$ cat config.mk
export PLATFORM = sky130hd
export DESIGN_NAME = sprite_line_fetcher
export DESIGN_NICKNAME = d
export VERILOG_FILES = /design/src/rtl/sprite_line_fetcher.sv
export SDC_FILE = /design/constraint.sdc
export NUM_CORES = 1
export LEC_CHECK = 0
export BUFFER_PORTS_ARGS = -buffer_cell sky130_fd_sc_hd__buf_2
export CORE_MARGIN = 8
export CORE_UTILIZATION = 28
export DETAILED_ROUTE_END_ITERATION = 10
export GPL_TIMING_DRIVEN = 0
export SLEW_MARGIN = 20
export SYNTH_ARGS = -nofsm -noshare
export SYNTH_HDL_FRONTEND = slang
export SYNTH_SLANG_ARGS = --single-unit
$ cat constraint.sdc
create_clock -name clk -period 2 [get_ports clk]
set_input_delay 0.4 -clock clk [delete_from_list [all_inputs] [get_ports clk]]
set_output_delay 0.4 -clock clk [all_outputs]
set_load 0.005 [all_outputs]
$ cat src/rtl/sprite_line_fetcher.sv
// Per-pixel print controller: looks up the sprite under each accepted pixel,
// then emits either the background address or a full sprite line of addresses.
module sprite_line_fetcher #(
  parameter int unsigned SIZE_X         = 10,
  parameter int unsigned SIZE_Y         = 9,
  parameter int unsigned SIZE_ADDRESS   = 17,
  parameter int unsigned SPRITE_DIM     = 20,
  parameter int unsigned SCREEN_X       = 480,
  parameter int unsigned SCREEN_Y       = 320,
  parameter int unsigned BG_ADDRESS     = 115200,
  parameter logic [31:0] BG_CODE        = 32'h00000001,
  parameter int unsigned BG_HOLD        = 2,
  parameter int unsigned LOOKUP_TIMEOUT = 15
) (
  input  logic                     clk,
  input  logic                     reset,
  input  logic                     active_area,
  input  logic [SIZE_X-1:0]        pixel_x,
  input  logic [SIZE_Y-1:0]        pixel_y,
  input  logic                     pixel_valid,
  output logic                     busy,
  output logic [SIZE_X+SIZE_Y-1:0] check_value,
  output logic                     check_valid,
  input  logic [31:0]              data_reg,
  input  logic                     data_valid,
  output logic [SIZE_ADDRESS-1:0]  memory_address,
  output logic                     mem_valid,
  output logic                     sprite_on,
  output logic [31:0]              sprite_datas,
  output logic                     printing_screen,
  output logic                     lookup_error
);

  typedef enum logic [2:0] {
    IDLE,
    LOOKUP,
    DECIDE,
    BG,
    SPRITE
  } state_t;

  state_t      state;
  logic [31:0] data_q;
  logic [15:0] tcnt;
  logic [15:0] cnt;
  logic        in_screen;

  assign in_screen = (32'(pixel_x) < SCREEN_X) && (32'(pixel_y) < SCREEN_Y);

  always_ff @(posedge clk or negedge reset) begin
    if (!reset) begin
      state           <= IDLE;
      data_q          <= '0;
      tcnt            <= '0;
      cnt             <= '0;
      busy            <= 1'b0;
      check_value     <= '0;
      check_valid     <= 1'b0;
      memory_address  <= '0;
      mem_valid       <= 1'b0;
      sprite_on       <= 1'b0;
      sprite_datas    <= '0;
      printing_screen <= 1'b0;
      lookup_error    <= 1'b0;
    end else begin
      lookup_error <= 1'b0;
      if (state != IDLE && !active_area) begin
        state       <= IDLE;
        busy        <= 1'b0;
        check_valid <= 1'b0;
        mem_valid   <= 1'b0;
        sprite_on   <= 1'b0;
      end else begin
        unique case (state)
          IDLE: begin
            if (pixel_valid) begin
              if (in_screen && active_area) begin
                check_value     <= {pixel_x, pixel_y};
                check_valid     <= 1'b1;
                printing_screen <= 1'b1;
                busy            <= 1'b1;
                tcnt            <= '0;
                state           <= LOOKUP;
              end else if (!in_screen) begin
                printing_screen <= 1'b0;
              end
            end
          end
          LOOKUP: begin
            if (data_valid) begin
              data_q      <= data_reg;
              check_valid <= 1'b0;
              state       <= DECIDE;
            end else if (tcnt == 16'(LOOKUP_TIMEOUT - 1)) begin
              // Timed-out lookup is treated as background one cycle later
              lookup_error <= 1'b1;
              data_q       <= BG_CODE;
              check_valid  <= 1'b0;
              state        <= DECIDE;
            end else begin
              tcnt <= tcnt + 16'd1;
            end
          end
          DECIDE: begin
            mem_valid <= 1'b1;
            cnt       <= '0;
            if (data_q == BG_CODE) begin
              memory_address <= SIZE_ADDRESS'(BG_ADDRESS);
              state          <= BG;
            end else begin
              memory_address <= data_q[SIZE_ADDRESS-1:0];
              sprite_datas   <= data_q;
              sprite_on      <= 1'b1;
              state          <= SPRITE;
            end
          end
          BG: begin
            if (cnt == 16'(BG_HOLD - 1)) begin
              mem_valid <= 1'b0;
              busy      <= 1'b0;
              state     <= IDLE;
            end else begin
              cnt <= cnt + 16'd1;
            end
          end
          SPRITE: begin
            if (cnt == 16'(SPRITE_DIM - 1)) begin
              mem_valid <= 1'b0;
              sprite_on <= 1'b0;
              busy      <= 1'b0;
              state     <= IDLE;
            end else begin
              cnt            <= cnt + 16'd1;
              memory_address <= memory_address + 1'b1;
            end
          end
          default: state <= IDLE;
        endcase
      end
    end
  end

endmodule

; Yosys cells after proc, flatten, opt, wreduce, memory -nomap -nowiden
; Cells that the tools add are included.
[totals]
ff_bits = 141
latchBits = 0
mem_bits_rw = 0
mem_bits_ro = 0
in_bits = 56
output_inout_bits = 74
elab_cells = 110
n_memories = 0
[classes]
addsub = 3
mul = 0
div = 0
magnitude_cmp = 2
eq_ne = 21
shift = 0
muxes = 43
bitwise_logic = 2
reduce_logical = 26
[op_table]
columns = operator, n
row1 = 16-bit two-way mux, 6
row2 = 32-bit two-way mux, 2
row3 = 16-bit case mux with 3 select lines, 1
row4 = 17-bit two-way mux, 2
row5 = 17-bit case mux with 2 select lines, 1
row6 = "16-bit by 1-bit adder with 16-bit output, second input constant", 2
row7 = "32-bit by 1-bit equality test with 1-bit output, second input constant", 1
row8 = 16-bit case mux with 2 select lines, 1
row9 = 3-bit two-way mux, 8
row10 = "17-bit by 1-bit adder with 17-bit output, second input constant", 1
row11 = 1-bit two-way mux, 17
row12 = "16-bit by 1-bit equality test with 1-bit output, second input constant", 1
row13 = "16-bit by 4-bit equality test with 1-bit output, second input constant", 1
row14 = "16-bit by 5-bit equality test with 1-bit output, second input constant", 1
row15 = 4-bit AND reduction, 4
row16 = "3-bit inequality test, second input constant", 5
row17 = 3-bit case mux with 5 select lines, 1
row18 = 3-bit AND reduction, 5
row19 = "2-bit inequality test, second input constant", 6
row20 = 3-bit nonzero test, 4
row21 = "10-bit by 9-bit less-than comparator with 1-bit output, second input constant", 1
row22 = 5-bit AND reduction, 2
row23 = "9-bit less-than comparator, second input constant", 1
row24 = 4-bit nonzero test, 2
row25 = 13 further kinds, 21

; Depth between registers and ports, before layout
[depth]
word_depth = 7
depth_mapped = 9
mapped_depth_nobuf = 7

; Worst setup path before layout
; OpenSTA, ideal clock, no wires.
[synth_path]
kind = register to register
start = reg tcnt[0]
end = reg tcnt[7]
t_arrival_ns = 1.921
required_ns = 1.922
path_slack_ns = 0.001
path_stages_with_launch = 9
cell_sequence = dfrtp_1 -> inv_1 -> ha_1 -> nor3b_1 -> and4_1 -> o31a_1 -> clkbuf_1 -> or4_1 -> a21oi_1
[synth_via]
elab_chain_cells = 4
word_cells_on_any_way = 7
[synth_lines]
columns = item, line
row1 = from (decl), 44  ; logic [15:0] tcnt;
row2 = from (signal assigned), 101  ; tcnt <= tcnt + 16'd1;
row3 = 16-bit by 1-bit adder with 16-bit output, 101
row4 = 16-bit two-way mux, 94  ; end else if (tcnt == 16'(LOOKUP_TIMEOUT - 1)) begin
row5 = 16-bit two-way mux, 90  ; if (data_valid) begin
row6 = 16-bit case mux with 2 select lines, 74  ; unique case (state)
; Several ways; a longest one is shown, not always the timed one. The select of a mux whose other input is x is not followed.
; A chain may end at the register's enable or synchronous reset.

; Worst setup path in the final report
[layout_path]
start = reg state[1]
end = reg tcnt[8]
[layout_via]
elab_chain_cells = 4
word_cells_on_any_way = 12
[layout_lines]
columns = item, line
row1 = from (decl), 42  ; state_t state;
row2 = from (signal assigned), 52  ; state <= IDLE;
row3 = from (signal assigned), 68  ; state <= IDLE;
row4 = from (signal assigned), 83  ; state <= LOOKUP;
row5 = "parallel branches: the longest is 4 deep, another holds 6-bit AND reduction", n/a
; Several ways; the timed one is not identified.

==> results.yml <==
synthesis:
  netlist_instances: 713
  postSynthAreaPerCell_um2: 9.59
  yosys-top-cells-area: "dfrtp_1 52%, nand2_1 8.8%, mux2_1 5.3%, a21oi_1 2.9%, o21ai_0 2.1%"
  ys_warn_count: 0
  syn-num-nets: 774
  synth_common_cells: "161 x nand2_1, 141 x dfrtp_1, 40 x a21oi_1, 32 x mux2_1"
  synth_edf_count: 0
  netlist.area_leader.share_pct: 51.6
  syn_area_um2: 6840
  ys_ff_latch: 141
  yosysUniqueCellTypes: 71
  yosysTopAreaCell: "dfrtp_1"
  yosysMostFrequentCell: "nand2_1"
  async_reset_ff_share_pct: 100
  synthFlopType: "dfrtp_1"
  ys_seq_area_share_pct: 51.6
place:
  place_area_um2: 7920
  gp_congestion: 0.808
  port_buffers: 128
  hpwl_mm: 14.7
run_status:
  status: "finished, violations left"
  violations: "setup timing"
clock_tree:
  clk_pin_slew_worst_paths_ps: 70
  cts_tree: "done"
  cts_buffers: 17
  clock_path_buffers: 2
  clock_latency_ps: 440
  htree_levels: 4
  cts.sinks: 141
  cts_root_buf: "clkbuf_16"
critical_path:
  critPathCaptureType: "register"
  cp.arrival_ps: 2430
  critPathMaxStageDelay_ps: 530
  worstSetupPathType: "register to register"
  r2r_setup_slack_ps: -60
  crit_family: "simple AND/OR/NAND/NOR gates"
  path_cells: "buf_6 > or2_1 > buf_6 > or4_4 > or4_4 > nand2_2"
  critPathLaunchType: "register"
  crit_path_top_delay_cell: "or4_4"
  crit_buf_inv: 2
  worstPathMaxFanout: 8
  worst_ep_required_time_ps: 2370
floorplan:
  io_pins: 130
  fp.coreArea_um2: 24200
  num_rows: 57
  start_util_pct: 28.3
  die_area_um2: 29700
  die_height_um: 172
  die_w_um: 172
flow_run:
  maxCapViolations: 0
power_and_ir_drop:
  leakage_nw: 4.37
  ir_worst_vdd_mv: 0.841
  pwr_density_cell_nw_per_um2: 1330
global_routing:
  grt_usage_pct: 14.5
  grt_max_degree: 81
  grt_overflow: 0
  grt_pass1_wl_mm: 33.8
  antenna_found_initial: 0
  grt_pass1_vias: 6109
routing:
  wirelength_mm: 21.6
  drt-wirelength-per-cell_um: 17.4
  vias_per_cell: 5.04
  drc: 0
  drt-initial-drc-count: 361
  drtPass1Iterations: 5
  ant_nets: 0
  vias: 6252
final_layout:
  drive_gt1_share_pct: 34.4
  antenna_cells: 0
  multi_input_area_um2: 3490
  register_area_um2: 3540
  area_growth_pct: 38.1
  fin_nets: 964
  utilization_pct: 39.1
  nFillCells: 2365
  design_area_um2: 9440
sta:
  slew-limit-headroom_pct: 59.7
  min_period_ps: 2060
  fmax_mhz: 486
  drv_slew: 0
  final_hold_viol_count: 0
  skew_ps: 15.2
  finalCritPeriodShare_pct: 103
  rsz0062_at_grt: "true"
  tightest_slew_ps: 604
  setup_viol: 18
  setup_ws_ps: -58.4
worst_hold_path:
  min_path_type: "input port to register"
[area by class of cell]
type / instances / share of cell area, %
Timing Repair Buffer: 174 / 11.4
Multi-Input combinational cell: 523 / 37.0
Clock inverter: 15 / 2.15
Buffer: 33 / 2.70
Inverter: 13 / 0.517
Clock buffer: 17 / 4.51
Sequential cell: 141 / 37.5
Tap cell: 324 / 4.29
[per-layer routing]
| layer | global-route usage (%) | vias to the layer above | share of wire, % |
|---|---|---|---|
| met5 | 0 | - | 0 |
| met4 | 3.26 | 0 | 0.95 |
| met3 | 5.25 | 23 | 8.4 |
| met2 | 21.9 | 222 | 45 |
| met1 | 19.6 | 3048 | 45 |
| li1 | - | 2959 | - |
[flip-flops by register name (all words and copies together), names as in the netlist]
| signal | flops |
|---|---|
| busy | 1 |
| check_valid | 1 |
| check_value | 19 |
| cnt | 16 |
| data_q | 32 |
| lookup_error | 1 |
| mem_valid | 1 |
| memory_address | 17 |
| printing_screen | 1 |
| sprite_datas | 32 |
| sprite_on | 1 |
| state | 3 |
| tcnt | 16 |
[metrics by stage]
step	power (mW)	hold slack, ps	cells	setup slack [ps]	setup TNS, ps
6_report	12.5	156	1240	-58.4	-394
5_1_grt	13.3	159	1240	-127	-3260
4_1_cts	12.1	143	1223	-43.2	-153
3_5_place_dp	8.07	387	1166	-422	-35190
3_3_place_gp	7.99	453	1165	-1680	-268780
2_1_floorplan	6.42	104	713	1.41	0
[power breakdown]
part | switching (mW) | internal (mW) | total [mW]
clock network | 1.42 | 2.01 | 3.44
logic | 2.33 | 2.20 | 4.53
registers | 0.811 | 3.76 | 4.57
[logic make-up (layout without fill, tap and decap cells)]
group / count (synthesis) / after routing / share of synthesized area (%)
xor gates and xnor gates: 3 / 3 / 0.384
and+or+nand+nor: 312 / 312 / 22.4
muxes: 38 / 38 / 6.15
adders and majority gates: 5 / 5 / 0.915
buffers and inverters: 49 / 252 / 3.18
AOI/OAI and AO/OA: 165 / 165 / 15.4
DFF: 141 / 141 / 51.6
[cell usage in the layout, fill, tap and decap left out, types with 4 or more instances in the layout]
cell and count:
dfrtp_2 9, buf_2 134, clkbuf_4 5, nand2_1 155, or4_4 5, ha_1 4
clkbuf_1 8, nand2b_1 5, inv_1 12, nand3_1 21, dfrtp_1 132, and3_1 5
buf_4 36, buf_8 4, clkbuf_16 18, or4_1 5, mux2_4 16, nor3_1 6
nor4_1 4, buf_6 11, mux2_1 16, a31oi_1 4, inv_8 4, mux2i_1 6
o31ai_1 13, nand2_2 5, nor2_1 27, o22a_1 7, nor4_2 6, a21oi_1 37
o22ai_1 4, nand4_1 16, o21ai_0 29, o21ai_1 27, or3_1 12, and4_1 5
[timing repair]
action | 4_1_cts | 5_1_grt
hold buffers | 1 | 0
buffers inserted | 24 | 18
resized for setup | 72 | 81
endpoints found under the setup margin | 136 | 127
pin swaps | 15 | 19
endpoints found under the hold margin | 61 | 0
cloned | 1 | 2
[worst reg2reg max path, delay by kind of cell, from the launching register on]
kind          cells  cell delay (ps)
buf+inv           2              290
simple gates      4             1250
flops             1              450
[final timing paths]
path                                       startpoint                          to  depth (start not counted)
min in group asynchronous                       reset  check_value[3]$_DFFE_PN0P_                          2
max in group asynchronous                       reset      data_q[12]$_DFFE_PN0P_                          3
max                              state[1]$_DFFE_PN0P_         tcnt[8]$_DFFE_PN0P_                          6
max reg2reg                      state[1]$_DFFE_PN0P_         tcnt[8]$_DFFE_PN0P_                          6
min                                        pixel_y[2]  check_value[2]$_DFFE_PN0P_                          3
min reg2reg                check_value[0]$_DFFE_PN0P_  check_value[0]$_DFFE_PN0P_                          2
Power figures use the tool's default switching activity.
